## src/rtl/alu_exec_stage.sv

```systemverilog
// alu_exec_stage: handshaked MIPS execute stage.
//
// Decodes the instruction word and produces, in one cycle, the ALU result,
// load/store effective address, or branch/jump decision and target. An
// optional iterative multiply/divide unit (one bit per cycle) owns HI/LO and
// stalls the stage while it runs.
//
// Ports:
//   clock, reset_n             clock, asynchronous active-low reset
//   in_valid / in_ready        upstream handshake
//   in_insn                    32-bit instruction word
//   in_rs_data, in_rt_data     operand values
//   in_pc                      address of the instruction
//   out_valid / out_ready      downstream handshake
//   out_data                   ALU result, effective address or taken target
//   out_bt                     branch/jump taken
//   out_insn, out_rt_data      registered instruction and store data
//   md_busy                    multiply/divide in progress
module alu_exec_stage #(
    parameter int unsigned WIDTH     = 32,
    parameter bit          MD_ENABLE = 1'b1
) (
    input  logic             clock,
    input  logic             reset_n,
    input  logic             in_valid,
    output logic             in_ready,
    input  logic [31:0]      in_insn,
    input  logic [WIDTH-1:0] in_rs_data,
    input  logic [WIDTH-1:0] in_rt_data,
    input  logic [WIDTH-1:0] in_pc,
    output logic             out_valid,
    input  logic             out_ready,
    output logic [WIDTH-1:0] out_data,
    output logic             out_bt,
    output logic [31:0]      out_insn,
    output logic [WIDTH-1:0] out_rt_data,
    output logic             md_busy
);

    localparam int unsigned CntW = $clog2(WIDTH);

    // Opcodes
    localparam logic [5:0] OpSpecial = 6'h00;
    localparam logic [5:0] OpRegimm  = 6'h01;
    localparam logic [5:0] OpJ       = 6'h02;
    localparam logic [5:0] OpBeq     = 6'h04;
    localparam logic [5:0] OpBne     = 6'h05;
    localparam logic [5:0] OpBlez    = 6'h06;
    localparam logic [5:0] OpBgtz    = 6'h07;
    localparam logic [5:0] OpAddiu   = 6'h09;
    localparam logic [5:0] OpSlti    = 6'h0A;
    localparam logic [5:0] OpOri     = 6'h0D;
    localparam logic [5:0] OpLui     = 6'h0F;
    localparam logic [5:0] OpLw      = 6'h23;
    localparam logic [5:0] OpSw      = 6'h2B;

    // R-type functs
    localparam logic [5:0] FnSll   = 6'h00;
    localparam logic [5:0] FnSrl   = 6'h02;
    localparam logic [5:0] FnSra   = 6'h03;
    localparam logic [5:0] FnMfhi  = 6'h10;
    localparam logic [5:0] FnMflo  = 6'h12;
    localparam logic [5:0] FnMult  = 6'h18;
    localparam logic [5:0] FnMultu = 6'h19;
    localparam logic [5:0] FnDiv   = 6'h1A;
    localparam logic [5:0] FnDivu  = 6'h1B;
    localparam logic [5:0] FnAdd   = 6'h20;
    localparam logic [5:0] FnAddu  = 6'h21;
    localparam logic [5:0] FnSub   = 6'h22;
    localparam logic [5:0] FnSubu  = 6'h23;
    localparam logic [5:0] FnAnd   = 6'h24;
    localparam logic [5:0] FnOr    = 6'h25;
    localparam logic [5:0] FnXor   = 6'h26;
    localparam logic [5:0] FnNor   = 6'h27;
    localparam logic [5:0] FnSlt   = 6'h2A;
    localparam logic [5:0] FnSltu  = 6'h2B;

    typedef enum logic [1:0] {StIdle, StRun, StDone} md_state_e;

    // ------------------------------------------------------------------
    // Field decode
    // ------------------------------------------------------------------
    logic [5:0]       opcode;
    logic [5:0]       funct;
    logic [4:0]       rt_f;
    logic [4:0]       shamt;
    logic [15:0]      imm;
    logic [25:0]      index;
    logic [WIDTH-1:0] imm_sext;
    logic [WIDTH-1:0] imm_zext;
    logic [WIDTH-1:0] pc_plus4;
    logic [WIDTH-1:0] br_target;
    logic [WIDTH-1:0] j_target;
    logic             rs_neg;
    logic             rs_zero;

    assign opcode    = in_insn[31:26];
    assign rt_f      = in_insn[20:16];
    assign shamt     = in_insn[10:6];
    assign funct     = in_insn[5:0];
    assign imm       = in_insn[15:0];
    assign index     = in_insn[25:0];
    assign imm_sext  = {{(WIDTH-16){imm[15]}}, imm};
    assign imm_zext  = {{(WIDTH-16){1'b0}}, imm};
    assign pc_plus4  = in_pc + WIDTH'(4);
    assign br_target = pc_plus4 + (imm_sext << 2);
    assign j_target  = {pc_plus4[WIDTH-1:28], index, 2'b00};
    assign rs_neg    = in_rs_data[WIDTH-1];
    assign rs_zero   = (in_rs_data == '0);

    // ------------------------------------------------------------------
    // State
    // ------------------------------------------------------------------
    md_state_e        md_state_q, md_state_d;
    logic [CntW-1:0]  md_cnt_q, md_cnt_d;
    logic [WIDTH-1:0] md_acc_q;   // product high half / partial remainder
    logic [WIDTH-1:0] md_sh_q;    // product low half / dividend-quotient shifter
    logic [WIDTH-1:0] md_opb_q;   // |multiplicand| or |divisor|
    logic [WIDTH-1:0] md_opa_q;   // original dividend, for divide-by-zero HI
    logic             md_div_q;
    logic             md_neg_q;   // negate product / quotient at the end
    logic             md_neg_rem_q;
    logic             md_zero_q;
    logic [31:0]      md_insn_q;
    logic [WIDTH-1:0] md_rt_q;
    logic [WIDTH-1:0] hi_q, lo_q;

    logic             out_valid_q;
    logic [WIDTH-1:0] out_data_q;
    logic             out_bt_q;
    logic [31:0]      out_insn_q;
    logic [WIDTH-1:0] out_rt_q;

    logic accept;
    logic md_start;
    logic md_load;
    logic md_step;
    logic hilo_we;

    assign md_busy   = (md_state_q != StIdle);
    assign in_ready  = !md_busy && (!out_valid_q || out_ready);
    assign accept    = in_valid && in_ready;
    assign md_load   = accept && md_start;
    assign md_step   = (md_state_q == StRun);

    // ------------------------------------------------------------------
    // Multiply/divide datapath
    // ------------------------------------------------------------------
    logic             op_signed;
    logic             a_neg, b_neg;
    logic [WIDTH-1:0] abs_a, abs_b;

    // funct[0] clear selects the signed variants (MULT, DIV).
    assign op_signed = !funct[0];
    assign a_neg     = op_signed && in_rs_data[WIDTH-1];
    assign b_neg     = op_signed && in_rt_data[WIDTH-1];
    assign abs_a     = a_neg ? -in_rs_data : in_rs_data;
    assign abs_b     = b_neg ? -in_rt_data : in_rt_data;

    logic [WIDTH:0]   mul_sum;
    logic [WIDTH:0]   div_shv;
    logic             div_ge;
    logic [WIDTH-1:0] div_sub;
    logic [WIDTH-1:0] step_acc, step_sh;

    always_comb begin
        // Shift-add: add multiplicand on the low multiplier bit, then shift right.
        mul_sum = {1'b0, md_acc_q} + (md_sh_q[0] ? {1'b0, md_opb_q} : '0);
        // Restoring divide: shift in next dividend bit, subtract if it fits.
        div_shv = {md_acc_q, md_sh_q[WIDTH-1]};
        div_ge  = (div_shv >= {1'b0, md_opb_q});
        div_sub = div_shv[WIDTH-1:0] - md_opb_q;
        if (md_div_q) begin
            step_acc = div_ge ? div_sub : div_shv[WIDTH-1:0];
            step_sh  = {md_sh_q[WIDTH-2:0], div_ge};
        end else begin
            step_acc = mul_sum[WIDTH:1];
            step_sh  = {mul_sum[0], md_sh_q[WIDTH-1:1]};
        end
    end

    logic [2*WIDTH-1:0] mul_full, mul_signed;
    logic [WIDTH-1:0]   quo, rem;
    logic [WIDTH-1:0]   md_hi, md_lo;

    always_comb begin
        mul_full   = {md_acc_q, md_sh_q};
        mul_signed = md_neg_q ? -mul_full : mul_full;
        quo        = md_neg_q ? -md_sh_q : md_sh_q;
        rem        = md_neg_rem_q ? -md_acc_q : md_acc_q;
        if (md_div_q) begin
            if (md_zero_q) begin
                md_lo = '1;
                md_hi = md_opa_q;
            end else begin
                md_lo = quo;
                md_hi = rem;
            end
        end else begin
            md_hi = mul_signed[2*WIDTH-1:WIDTH];
            md_lo = mul_signed[WIDTH-1:0];
        end
    end

    // ------------------------------------------------------------------
    // Multiply/divide FSM
    // ------------------------------------------------------------------
    always_comb begin
        md_state_d = md_state_q;
        md_cnt_d   = md_cnt_q;
        hilo_we    = 1'b0;
        case (md_state_q)
            StIdle: begin
                if (md_load) begin
                    md_state_d = StRun;
                    md_cnt_d   = '0;
                end
            end
            StRun: begin
                md_cnt_d = md_cnt_q + CntW'(1);
                if (md_cnt_q == CntW'(WIDTH - 1)) begin
                    md_state_d = StDone;
                end
            end
            StDone: begin
                // Wait while the output register still holds an unconsumed result.
                if (!out_valid_q || out_ready) begin
                    hilo_we    = 1'b1;
                    md_state_d = StIdle;
                end
            end
            default: md_state_d = StIdle;
        endcase
    end

    always_ff @(posedge clock or negedge reset_n) begin
        if (!reset_n) begin
            md_state_q   <= StIdle;
            md_cnt_q     <= '0;
            md_acc_q     <= '0;
            md_sh_q      <= '0;
            md_opb_q     <= '0;
            md_opa_q     <= '0;
            md_div_q     <= 1'b0;
            md_neg_q     <= 1'b0;
            md_neg_rem_q <= 1'b0;
            md_zero_q    <= 1'b0;
            md_insn_q    <= '0;
            md_rt_q      <= '0;
            hi_q         <= '0;
            lo_q         <= '0;
        end else begin
            md_state_q <= md_state_d;
            md_cnt_q   <= md_cnt_d;
            if (md_load) begin
                md_acc_q     <= '0;
                md_sh_q      <= abs_a;
                md_opb_q     <= abs_b;
                md_opa_q     <= in_rs_data;
                md_div_q     <= funct[1];
                md_neg_q     <= a_neg ^ b_neg;
                md_neg_rem_q <= a_neg;
                md_zero_q    <= (in_rt_data == '0);
                md_insn_q    <= in_insn;
                md_rt_q      <= in_rt_data;
            end else if (md_step) begin
                md_acc_q <= step_acc;
                md_sh_q  <= step_sh;
            end
            if (hilo_we) begin
                hi_q <= md_hi;
                lo_q <= md_lo;
            end
        end
    end

    // MFHI/MFLO see values being written this cycle.
    logic [WIDTH-1:0] hi_fwd, lo_fwd;
    assign hi_fwd = hilo_we ? md_hi : hi_q;
    assign lo_fwd = hilo_we ? md_lo : lo_q;

    // ------------------------------------------------------------------
    // Single-cycle ALU / branch unit
    // ------------------------------------------------------------------
    logic [WIDTH-1:0] alu_result;
    logic             alu_bt;
    logic             br_taken;

    always_comb begin
        alu_result = '0;
        alu_bt     = 1'b0;
        br_taken   = 1'b0;
        md_start   = 1'b0;
        case (opcode)
            OpSpecial: begin
                case (funct)
                    FnAdd, FnAddu: alu_result = in_rs_data + in_rt_data;
                    FnSub, FnSubu: alu_result = in_rs_data - in_rt_data;
                    FnAnd:  alu_result = in_rs_data & in_rt_data;
                    FnOr:   alu_result = in_rs_data | in_rt_data;
                    FnXor:  alu_result = in_rs_data ^ in_rt_data;
                    FnNor:  alu_result = ~(in_rs_data | in_rt_data);
                    FnSlt:  alu_result = {{(WIDTH-1){1'b0}},
                                          $signed(in_rs_data) < $signed(in_rt_data)};
                    FnSltu: alu_result = {{(WIDTH-1){1'b0}}, in_rs_data < in_rt_data};
                    FnSll:  alu_result = in_rt_data << shamt;
                    FnSrl:  alu_result = in_rt_data >> shamt;
                    FnSra:  alu_result = $signed(in_rt_data) >>> shamt;
                    FnMfhi: alu_result = MD_ENABLE ? hi_fwd : '0;
                    FnMflo: alu_result = MD_ENABLE ? lo_fwd : '0;
                    FnMult, FnMultu, FnDiv, FnDivu: md_start = MD_ENABLE;
                    default: ;
                endcase
            end
            OpAddiu, OpLw, OpSw: alu_result = in_rs_data + imm_sext;
            OpSlti: alu_result = {{(WIDTH-1){1'b0}}, $signed(in_rs_data) < $signed(imm_sext)};
            OpOri:  alu_result = in_rs_data | imm_zext;
            OpLui:  alu_result = imm_sext << 16;
            OpBeq:  br_taken = (in_rs_data == in_rt_data);
            OpBne:  br_taken = (in_rs_data != in_rt_data);
            OpBlez: br_taken = rs_neg || rs_zero;
            OpBgtz: br_taken = !rs_neg && !rs_zero;
            OpRegimm: begin
                if (rt_f == 5'd0) begin
                    br_taken = rs_neg;
                end else if (rt_f == 5'd1) begin
                    br_taken = !rs_neg;
                end
            end
            OpJ: begin
                alu_bt     = 1'b1;
                alu_result = j_target;
            end
            default: ;
        endcase
        // Not-taken branches leave result 0.
        if (br_taken) begin
            alu_bt     = 1'b1;
            alu_result = br_target;
        end
    end

    // ------------------------------------------------------------------
    // Output register
    // ------------------------------------------------------------------
    always_ff @(posedge clock or negedge reset_n) begin
        if (!reset_n) begin
            out_valid_q <= 1'b0;
            out_data_q  <= '0;
            out_bt_q    <= 1'b0;
            out_insn_q  <= '0;
            out_rt_q    <= '0;
        end else if (accept && !md_start) begin
            out_valid_q <= 1'b1;
            out_data_q  <= alu_result;
            out_bt_q    <= alu_bt;
            out_insn_q  <= in_insn;
            out_rt_q    <= in_rt_data;
        end else if (hilo_we) begin
            out_valid_q <= 1'b1;
            out_data_q  <= md_lo;
            out_bt_q    <= 1'b0;
            out_insn_q  <= md_insn_q;
            out_rt_q    <= md_rt_q;
        end else if (out_ready) begin
            out_valid_q <= 1'b0;
        end
    end

    assign out_valid   = out_valid_q;
    assign out_data    = out_data_q;
    assign out_bt      = out_bt_q;
    assign out_insn    = out_insn_q;
    assign out_rt_data = out_rt_q;

endmodule

```

## config.mk

```make
export PLATFORM = sky130hd
export DESIGN_NAME = alu_exec_stage
export DESIGN_NICKNAME = d
export VERILOG_FILES = /design/src/rtl/alu_exec_stage.sv
export SDC_FILE = /design/constraint.sdc
export NUM_CORES = 2
export LEC_CHECK = 0
export ABC_AREA = 1
export CAP_MARGIN = 20
export CORE_UTILIZATION = 45
export CTS_BUF_LIST = sky130_fd_sc_hd__clkbuf_8
export DETAILED_ROUTE_END_ITERATION = 8
export PLACE_DENSITY = 0.63
export SYNTH_ARGS = -nofsm -noshare
export SYNTH_HDL_FRONTEND = slang
export SYNTH_SLANG_ARGS = --single-unit
```

## constraint.sdc

```tcl
create_clock -name clock -period 3.8 [get_ports clock]
set_input_delay 0.57 -clock clock [delete_from_list [all_inputs] [get_ports clock]]
set_output_delay 0.57 -clock clock [all_outputs]
set_load 0.01 [all_outputs]
```

==> flow_summary.yaml <==
floorplan:
  core_region_area_um2: 86800
  die_h_um: 298
  io_pins: 232
  dieWidth_um: 298
  start_util_pct: 45.4
  die_area_um2: 88800
  num_rows: 108
sta:
  worst_pin_slew_ns: 0.899
  setup_violations: 0
  setup_tns_ns: 0
  fmax_ghz: 0.264
  fin_skew_ns: 0.0748
  hold_viol: 0
  fin_crit_sh_pct: 99.7
  hold_slack_ns: 0.381
  slew_violations: 0
  slew_headroom_pct: 39.5
  timing.final.crit_period_ns: 3.79
critical_path:
  crit_type: "in2reg"
  cp.arrival_ns: 4.41
  start_kind: "primary input"
  required_ns: 4.42
  crit_path_end_kind: "register"
  cp_max_fo: 8
yosys:
  async_reset_ff_share_pct: 100
  syn_inst: 6376
  synth_area_leaders: "dfrtp_1 (23%), nand2_1 (17%), ha_1 (9.2%)"
  yosys_warnings: 0
  ys_ff_latch: 363
  synth-seq-area-share_pct: 23.0
  yosys.area.top_type: "dfrtp_1"
  synthesis.nets: 6804
  synth_top_cell_area_share_pct: 23.0
  synthDistinctLibCells: 64
  synth_edf_count: 0
  syn-cell-area_um2: 39400
  syn_avg_cell_area_um2: 6.18
  dominantRegCellSynth: "dfrtp_1"
detailed_routing:
  drt_iter0_drc: 7669
  finalWirelength_um: 243000
  final_antenna_net_count: 0
  dr.pass1.iters: 9
  drc: 31
  post_drt_wl_per_cell_um: 28.5
  vias_per_cell: 6.18
  vias: 52500
clock_tree:
  cts_tree: "built"
  cts_root_buf: "clkbuf_8"
  cts_made_buffers: 71
  cts.clk_slew.worst_paths_ns: 0.06
  h-tree-depth: 3
  cts_buffer_depth: 3
  cts_sinks: 363
  clock_latency_ns: 0.77
cells_and_area:
  final_core_util_pct: 58.1
  final_common_cell: "nand2_1"
  final_nets: 7704
  area_delta_synth_final_pct: 27.9
  fin_cells: 8500
  final_cell_mix: "nand2_1 (1787), buf_4 (836), inv_1 (681), o21ai_0 (603), nor2_1 (559)"
  drive_above_1_share_pct: 15.0
global_routing:
  grt_pass1_wl_um: 340000
  grt_overflow: 0
  grt_util_all_layers_pct: 53.1
  grt_max_degree: 86
  grt_pass1_vias: 49100
  antenna_found_initial: 21
hold_path:
  hold_class: "in2reg"
run_status:
  status: "finished, violations left"
  violations: "DRC"
power_and_ir_drop:
  ir_worst_vdd_mv: 0.353
  leakagePower_uw: 0.0254
  p_per_area_nw_per_um2: 353
  p_total_uw: 17800
job:
  maxCapViolations: 0
place:
  hpwl_um: 197000
  portBuffers: 231
  place.gp.congestion: 1.20
  dp.cells: 8356
[through the flow]
stage                     cell area (µm²)  setup slack, ns
final                               50400           0.0111
after global routing                50400         -0.00368
after CTS                           50200            0.115
after detailed placement            48800           -0.664
after global placement              48800           -0.767
after floorplan                     39400            0.239
[cell usage after synthesis, types with 10 or more instances]
library cell	instances
inv_1	667
nor2_4	10
nor2_2	13
buf_2	66
dfrtp_1	363
clkinv_1	12
xnor2_1	21
nor2_1	566
inv_2	16
o21bai_1	22
nor3_1	92
a21boi_0	11
clkbuf_1	159
ha_1	290
nand2_1	1789
o21ai_1	31
nor4_1	25
buf_1	24
a21oi_1	485
o31ai_1	11
a31oi_1	46
o21a_1	37
o21ai_0	604
o221ai_1	56
o22ai_1	42
o211ai_1	103
nand4_1	70
xor2_1	88
nand3_1	437
a21o_1	29
nand3b_1	34
or2_2	29
a211oi_1	12
a221oi_1	22
[worst paths after layout]
path                                           from                       end  slack (ns)  cells after the start
setup / recovery                     in_rs_data[11]  out_data[15]$_DFFE_PN0P_        0.01                     18
hold / removal                           in_insn[6]  md_insn_q[6]$_DFFE_PN0P_        0.38                      4
setup reg to reg             md_sh_q[1]$_DFFE_PN0P_  out_data[22]$_DFFE_PN0P_        0.20                     15
hold reg to reg            md_insn_q[4]$_DFFE_PN0P_  md_insn_q[4]$_DFFE_PN0P_        0.45                      2
max in group asynchronous                   reset_n   out_insn[7]$_DFFE_PN0P_        2.42                      3
min in group asynchronous                   reset_n   md_cnt_q[0]$_DFFE_PN0P_        0.42                      2
[registers in the layout, summed over array words and instances, names as in the netlist]
register	flops
hi_q	32
lo_q	32
md_acc_q	32
md_cnt_q	5
md_insn_q	32
md_neg_q	1
md_neg_rem_q	1
md_opa_q	32
md_opb_q	32
md_rt_q	31
md_sh_q	32
md_state_q	2
md_zero_q	1
out_bt	1
out_data	32
out_insn	32
out_rt_data	32
out_valid	1
[area by class of cell]
cell class                      instances  area (µm²)
Multi-Input combinational cell       5051       26700
Antenna cell                           19        47.5
Timing Repair Buffer                 1093        9070
Clock inverter                         40         259
Clock buffer                           83        1140
Sequential cell                       363        9090
Tap cell                             1155        1450
Inverter                              696        2620
Fill cell                            8717       36300
[worst max-delay path, stage by stage]
cell,delay (ns)
clkdlybuf4s50_1,0.61
inv_1,0.17
ha_1,0.44
inv_1,0.16
nand2_1,0.11
nor2_1,0.28
nand2_1,0.18
nor3_2,0.44
buf_4,0.23
nor3_1,0.05
nor2_1,0.11
nand3b_1,0.10
buf_4,0.20
buf_4,0.17
a21oi_1,0.25
nand3b_1,0.18
nand2_1,0.09
nand2_1,0.04
[per-layer routing]
layer  vias up  routed length (µm)  track usage (%)
met4         8               26700             47.1
li1      23200                   -                -
met3      1078               36400             22.0
met1     24300               85000             62.1
met5         -                  55           0.0541
met2      4012               94500             73.9
[cells by family (layout without fill, tap and decap cells)]
family / Yosys count / after routing / share of synthesized area [%]
compound gates: 1552 / 1552 / 22.6
xor+xnor: 109 / 109 / 2.42
fa+ha+maj: 296 / 296 / 9.51
buf+inv: 962 / 1912 / 9.55
flops: 363 / 363 / 23.0
mux: 4 / 4 / 0.102
other cells: 0 / 19 / 0
simple gates: 3090 / 3090 / 32.8
[repair_timing]
item                                   4_1_cts  5_1_grt
hold buffers                                 1        0
resized for setup                            0       28
endpoints found under the hold margin       75        0
setup buffers                                0        1
setup endpoints to repair                    0       12
[where the power goes]
| part | switching (µW) | internal [µW] | leakage, µW |
|---|---|---|---|
| Sequential | 991 | 4410 | 0.00421 |
| Combinational | 5260 | 2980 | 0.0204 |
| Clock | 2110 | 2040 | 0.000789 |
| Total | 8360 | 9430 | 0.0254 |
No activity file was read; power rests on OpenSTA's default activity.
